==> src/rtl/program_loader.sv <==
// program_loader -- writer side of the instruction-memory interface.
//
// Accepts a byte stream over a valid/ready handshake, assembles big-endian
// 32-bit words and writes them to instruction memory at byte addresses
// 0, 4, 8, ...  The processor is held in stall until loading completes.
// A load ends on the terminator word (never written) or after MAX_WORDS
// words, whichever comes first.
//
// Ports
//   clk          system clock, rising edge
//   reset        synchronous active-high reset
//   start        begin a load (honoured only in IDLE or DONE)
//   byte_in      program byte, MSB of the word first
//   byte_valid   byte_in valid this cycle
//   byte_ready   loader accepts a byte this cycle
//   im_we        instruction-memory write strobe, one cycle per word
//   im_addr      byte address of the write (word index * 4)
//   im_wdata     assembled instruction word
//   cpu_hold     processor stall, high until DONE
//   done         load complete (level)
//   instr_count  words written in the last/current load
//   full         load ended by reaching MAX_WORDS
//
// State | meaning
// IDLE  | after reset, waiting for start, processor held
// RECV  | accepting bytes of the current word
// WRITE | one cycle; memory write (or terminator detected)
// DONE  | load finished, processor released, outputs held
//
// ADDR_W must be below 30 so that im_addr fits in 32 bits.

module program_loader #(
  parameter int          ADDR_W    = 8,
  parameter int          MAX_WORDS = 256,
  parameter logic [31:0] END_WORD  = 32'hFFFF_FFFF
) (
  input  logic              clk,
  input  logic              reset,
  input  logic              start,
  input  logic [7:0]        byte_in,
  input  logic              byte_valid,
  output logic              byte_ready,
  output logic              im_we,
  output logic [31:0]       im_addr,
  output logic [31:0]       im_wdata,
  output logic              cpu_hold,
  output logic              done,
  output logic [ADDR_W:0]   instr_count,
  output logic              full
);

  typedef enum logic [1:0] {IDLE, RECV, WRITE, DONE} state_t;

  localparam logic [ADDR_W:0] MAX_CNT = (ADDR_W+1)'(MAX_WORDS);
  localparam logic [ADDR_W:0] CNT_ONE = (ADDR_W+1)'(1);

  state_t          state;
  logic [1:0]      byte_cnt;
  logic [31:0]     shift;
  logic [31:0]     next_word;
  logic [ADDR_W:0] count_inc;
  logic            xfer;

  assign xfer      = byte_valid && byte_ready;
  assign next_word = {shift[23:0], byte_in};
  assign count_inc = instr_count + CNT_ONE;

  always_ff @(posedge clk) begin
    if (reset) begin
      state       <= IDLE;
      byte_cnt    <= '0;
      shift       <= '0;
      byte_ready  <= 1'b0;
      im_we       <= 1'b0;
      im_addr     <= '0;
      im_wdata    <= '0;
      cpu_hold    <= 1'b1;
      done        <= 1'b0;
      instr_count <= '0;
      full        <= 1'b0;
    end else begin
      case (state)
        IDLE, DONE: begin
          if (start) begin
            state       <= RECV;
            byte_ready  <= 1'b1;
            cpu_hold    <= 1'b1;
            done        <= 1'b0;
            instr_count <= '0;
            byte_cnt    <= '0;
            shift       <= '0;
            full        <= 1'b0;
          end
        end

        RECV: begin
          if (xfer) begin
            shift    <= next_word;
            byte_cnt <= byte_cnt + 2'd1;
            if (byte_cnt == 2'd3) begin
              // Decide write vs. terminator here so im_we is registered
              // and lands in the very next cycle.
              state      <= WRITE;
              byte_ready <= 1'b0;
              im_wdata   <= next_word;
              if (next_word != END_WORD) begin
                im_we   <= 1'b1;
                // instr_count < MAX_WORDS here, so the top bit is zero.
                im_addr <= 32'({instr_count, 2'b00});
              end
            end
          end
        end

        WRITE: begin
          im_we    <= 1'b0;
          byte_cnt <= '0;
          if (im_wdata == END_WORD) begin
            state    <= DONE;
            done     <= 1'b1;
            cpu_hold <= 1'b0;
            full     <= 1'b0;
          end else begin
            instr_count <= count_inc;
            if (count_inc == MAX_CNT) begin
              state    <= DONE;
              done     <= 1'b1;
              cpu_hold <= 1'b0;
              full     <= 1'b1;
            end else begin
              state      <= RECV;
              byte_ready <= 1'b1;
            end
          end
        end

        default: state <= IDLE;
      endcase
    end
  end

endmodule

==> config.mk <==
export PLATFORM = sky130hd
export DESIGN_NAME = program_loader
export DESIGN_NICKNAME = d
export VERILOG_FILES = /design/src/rtl/program_loader.sv
export SDC_FILE = /design/constraint.sdc
export NUM_CORES = 1
export LEC_CHECK = 0
export BUFFER_PORTS_ARGS = -buffer_cell sky130_fd_sc_hd__buf_2
export CORE_MARGIN = 8
export CORE_UTILIZATION = 40
export CTS_CLUSTER_DIAMETER = 100
export DETAILED_ROUTE_END_ITERATION = 10
export GPL_TIMING_DRIVEN = 0
export PLACE_DENSITY_LB_ADDON = 0.12
export SLEW_MARGIN = 20
export SYNTH_ARGS = -nofsm -noshare
export SYNTH_HDL_FRONTEND = slang
export SYNTH_SLANG_ARGS = --single-unit
==> constraint.sdc <==
create_clock -name clk -period 3.4 [get_ports clk]
set_input_delay 0.51 -clock clk [delete_from_list [all_inputs] [get_ports clk]]
set_output_delay 0.51 -clock clk [all_outputs]
set_load 0.03 [all_outputs]
### Word level (Yosys, flattened, before mapping)

Index checks and enable logic that the tools add are counted.
Widths: inputs -> output; s select.

| cells by class | value |
|---|---|
| reduce and logical (&&, ||, !) cells | 15 |
| mux-type cells | 34 |
| equality and inequality tests | 14 |
| add/subtract/negate cells | 2 |

Operator list:

| cell | number |
|---|---|
| $mux 24 | 2 |
| $pmux 24 s2 | 1 |
| $eq 32x32->1 const B | 1 |
| $ne 32x32->1 const B | 1 |
| $mux 9 | 2 |
| $pmux 9 s2 | 1 |
| $reduce_and 3->1 | 5 |
| $mux 1 | 14 |
| $mux 2 | 7 |
| $ne 2x2->1 const B | 6 |
| $pmux 2 s3 | 2 |
| $add 9x1->9 const B | 1 |
| $eq 9x9->1 const B | 1 |
| $pmux 1 s2 | 4 |
| $reduce_and 4->1 | 2 |
| $eq 2x2->1 const B | 3 |
| $reduce_bool 2->1 | 3 |
| $reduce_and 5->1 | 1 |
| $ne 3x3->1 const B | 1 |
| $pmux 1 s3 | 1 |
| $add 2x1->2 const B | 1 |
| $eq 2x1->1 const B | 1 |
| $logic_not 2->1 | 1 |
| $reduce_and 2->1 | 1 |
| other kinds (2) | 2 |

| word-level totals | value |
|---|---|
| input bits | 12 |
| register bits | 83 |
| word-level logic and storage cells | 76 |
| output and inout port bits | 78 |

### Depth between registers and ports, before layout

| depth | value |
|---|---|
| depth in word-level cells | 5 |
| mapped depth | 9 |
| mapped depth without buffers | 7 |

### Worst setup path after synthesis

Ideal clock, no wire load.

| timing | value |
|---|---|
| path kind | register to register |
| start point | reg instr_count[3] |
| end point | reg cpu_hold |
| slack | 1.236 ns |
| stages on the path, launching flop included | 7 |
| buffers on the path | 1 |
| setup time | 0.120 ns |
| arrival | 2.044 ns |
| cell sequence | dfxtp_1 -> buf_6 -> or4_1 -> or4_1 -> a21oi_2 -> o21ai_2 -> a211o_1 |

| between the ends | value |
|---|---|
| word-level cells in the longest chain between the ends | 4 |

RTL lines:

| element | RTL line | source |
|---|---|---|
| from (decl) | 48 | `output logic [ADDR_W:0] instr_count,` |
| from (signal assigned) | 124 | `instr_count <= count_inc;` |
| $add 9x1->9 | 66 | `assign count_inc = instr_count + CNT_ONE;` |
| $eq 9x9->1 | 125 | `if (count_inc == MAX_CNT) begin` |
| $ne 3x3->1 (no line) | n/a |  |
| $reduce_and 3->1 (no line) | n/a |  |
| to (signal assigned) | 77 | `cpu_hold <= 1'b1;` |
| to (signal assigned) | 121 | `cpu_hold <= 1'b0;` |
| to (signal assigned) | 128 | `cpu_hold <= 1'b0;` |
| to (decl) | 46 | `output logic cpu_hold,` |

Every way passes these cells.
A chain may end at the register's enable or synchronous reset.

### Final worst setup path

| timing | value |
|---|---|
| start point | reg state[0] |
| end point | reg shift[7] |

| between the ends | value |
|---|---|
| word-level cells in the longest chain between the ends | 4 |

RTL lines:

| element | RTL line | source |
|---|---|---|
| from (decl) | 57 | `state_t state;` |
| from (signal assigned) | 70 | `state <= IDLE;` |
| from (signal assigned) | 85 | `state <= RECV;` |
| from (signal assigned) | 103 | `state <= WRITE;` |
| $eq 2x2->1 or $logic_not 2->1 (tied branches) | 82 | `case (state)` |
| $reduce_or 2->1 | 82 |  |
| $ne 2x2->1 (no line) or $reduce_bool 2->1 (tied branches) | n/a |  |
| $reduce_and 3->1 (no line) | n/a |  |
| to (signal assigned) | 98 | `shift <= next_word;` |
| to (decl) | 59 | `logic [31:0] shift;` |

Parallel ways exist; a longest one is shown, timed or not.

==> impl_metrics.toml <==
[outcome]
status = "finished, final reports clean"

[logic_synthesis]
syn_avg_cell_area_um2 = 8.40
synth_top_family_by_area = "simple AND/OR/NAND/NOR gates"
netlist_instances = 428
synth_edf_count = 0
synth_cell_types = 45
synthSimpleGateAreaFrac_pct = 22.4
yosysSeqAreaShare_pct = 46.2
synth_adder_area_share_pct = 1.74
synth_area_um2 = 3600
synthMuxAreaShare_pct = 3.79
ys.warnings.count = 0
synthXorXnorAreaFrac_pct = 0
ys_ff_latch = 83
synthFlopType = "dfxtp_1"
synth_compound_area_share_pct = 16.1
async_reset_ff_share_pct = 0

[sta]
slew_headroom_pct = 44.7
slew_violations = 0
clock.fmax_mhz = 399
whs_ns = 0.413
fin_crit_sh_pct = 73.8
hold_viol_final = 0
setup_viol = 0
rsz0062_at_grt = "no"
tns_ns = 0
fin_worst_skew_ns = 0.00973
fin_ws_ns = 0.892
fin_crit_ns = 2.51
tightest_slew_ns = 0.806

[global_route]
grt_max_degree = 16
grt_pass1_vias = 3094
grt_antenna_before_repair = 0
grt_use_total_pct = 15.7
grt_pass1_wl_um = 16200
grt_overflow = 0

[setup_path]
endpoint_kind = "register"
path_cells = "inv_1, ha_1, buf_4, nor2b_1, nor3_1, clkbuf_1, a22oi_1, nor2_1"
r2r_end = "shift[7]"
worst-setup-path-type = "reg2reg"
slowest_delay_ns = 0.64
crit_arrival_ns = 2.80
crit_cells = 8
r2r-start = "state[0]"
critPathMaxFanout = 10
critPathTopFamily = "simple AND/OR/NAND/NOR gates"
crit_slowest_cell = "nor3_1"
required_ns = 3.69
start_kind = "register"
reg2regPathDepth = 8
crit_path_end = "shift[7]"
rrSetupSlack_ns = 0.89
path_buf_inv = 3
startpoint = "state[0]"

[routing]
vias = 3311
detail-route-antenna-nets = 0
routed_wl_um = 9800
dr.pass1.iters = 4
via_per_inst = 5.18
drtIter0Drc = 205
route.detailed.wl_per_inst_um = 15.3
route.detailed.drc = 0

[clock_tree]
cts_resized = 0
cts_tree = "done"
cts_setup_buffers = 0
clkTransAtPathRegs_ns = 0.09
hold_buffers = 0
cts_buffers = 9
h-tree-depth = 3
insertion_delay_ns = 0.36
root_buffer = "clkbuf_8"
clock-sinks = 83
cts_buffer_depth = 2

[floorplanning]
die_w_um = 111
start_util_pct = 41.2
row_count = 34
io_pins = 90
die-area_um2 = 12300
fp.dieH_um = 111
core_region_area_um2 = 8720

[final_layout]
final_layout_size_suffix_gt1_share_pct = 21.8
nets = 543
area_delta_synth_final_pct = 20.7
diodes = 0
final_cells = 639
layout_commonest_cell = "dfxtp_1"
final_cell_mix = "83 x dfxtp_1, 76 x nand2_1, 66 x buf_2"

[worst_hold_path]
worstHoldStart = "byte_in[5]"
worstHoldPathType = "in2reg"

[power_and_ir_drop]
ir_worst_vdd_uv = 229
power_density_nw_per_um2 = 441
total_leakage_power_nw = 1.73
total_power_mw = 1.91

[placed_design]
dp.cells = 623
port_buffers = 65
dpl_worst_slack_ns = 0.933
dp_hpwl_um = 7290
place_congestion = 0.830

[flow_run]
max_cap_viol_count = 0
cell families (layout without fill, tap and decap cells):
family / after synthesis / count (layout)
flops: 83 / 83
simple gates: 176 / 176
mux: 13 / 13
compound gates: 91 / 91
other cells: 1 / 23
buf+inv: 59 / 140
fa+ha+maj: 5 / 5
metal layers:
| metal | up-vias | GRT usage (%) | part of all wire [%] |
|---|---|---|---|
| met1 | 1540 | 21.6 | 47 |
| met5 | - | 0 | 0 |
| li1 | 1653 | - | - |
| met4 | 0 | 6.22 | 1.5 |
| met3 | 14 | 3.73 | 6.5 |
| met2 | 104 | 23.1 | 44 |
state kept, by name (all words and copies together) (netlist names):
name,flops
byte_cnt,2
byte_ready,1
cpu_hold,1
done,1
full,1
im_addr,9
im_wdata,32
im_we,1
instr_count,9
shift,24
state,2
through the flow:
| stage | util (%) | cell area [µm²] |
|---|---|---|
| after floorplan | - | 3680 |
| after global placement | 47.5 | 4140 |
| after detailed placement | 47.5 | 4140 |
| after CTS | 49.8 | 4340 |
| after global routing | 49.8 | 4340 |
| final | 49.8 | 4340 |
worst min path at each step:
stage               depth (start not counted)  slack, ns     endpoint
floorplan                                   2       0.44  byte_cnt[1]
global placement                            1       0.44     cpu_hold
detailed placement                          2       0.45         done
CTS                                         3       0.40  im_wdata[7]
global route                                3       0.41  im_wdata[7]
finish                                      3       0.41  im_wdata[5]
power by group:
group / internal (mW) / switching (mW) / total [mW]
combinational: 0.0573 / 0.133 / 0.190
sequential: 0.979 / 0.00971 / 0.989
clock: 0.346 / 0.388 / 0.734
total: 1.38 / 0.531 / 1.91
worst reg2reg max path, stage by stage (launching register included):
cell	delay, ns
dfxtp_1	0.38
inv_1	0.06
ha_1	0.28
buf_4	0.16
nor2b_1	0.18
nor3_1	0.64
clkbuf_1	0.46
a22oi_1	0.17
nor2_1	0.12
synth_stat cells (3+ instances only):
cell type | number | share of area [%]
nand2_1 | 76 | 7.9
mux2i_1 | 11 | 3.1
inv_1 | 8 | 0.84
dfxtp_1 | 83 | 46
nand3_1 | 7 | 0.97
ha_1 | 5 | 1.7
a22oi_1 | 26 | 5.4
buf_4 | 24 | 5.0
or4_1 | 3 | 0.63
clkbuf_1 | 21 | 2.2
nor2_1 | 43 | 4.5
nand4_1 | 20 | 3.5
buf_6 | 3 | 0.94
o311ai_0 | 4 | 0.97
nor3_1 | 6 | 0.84
o211ai_1 | 4 | 0.84
nor4_1 | 5 | 0.87
a21oi_1 | 43 | 6.0
or3_1 | 3 | 0.52
nand3b_1 | 4 | 0.84
layout make-up:
cell class / instances / area [µm²]
fillers: 899 / 4380
multi-input cells: 308 / 1670
flip-flops and latches: 83 / 1660
repair buffers: 65 / 325
plain buffers: 51 / 318
well taps: 108 / 135
clock buffers: 9 / 124
clock inverters: 7 / 76.3
inverters: 8 / 30.0
No activity file was read; power rests on OpenSTA's default activity.
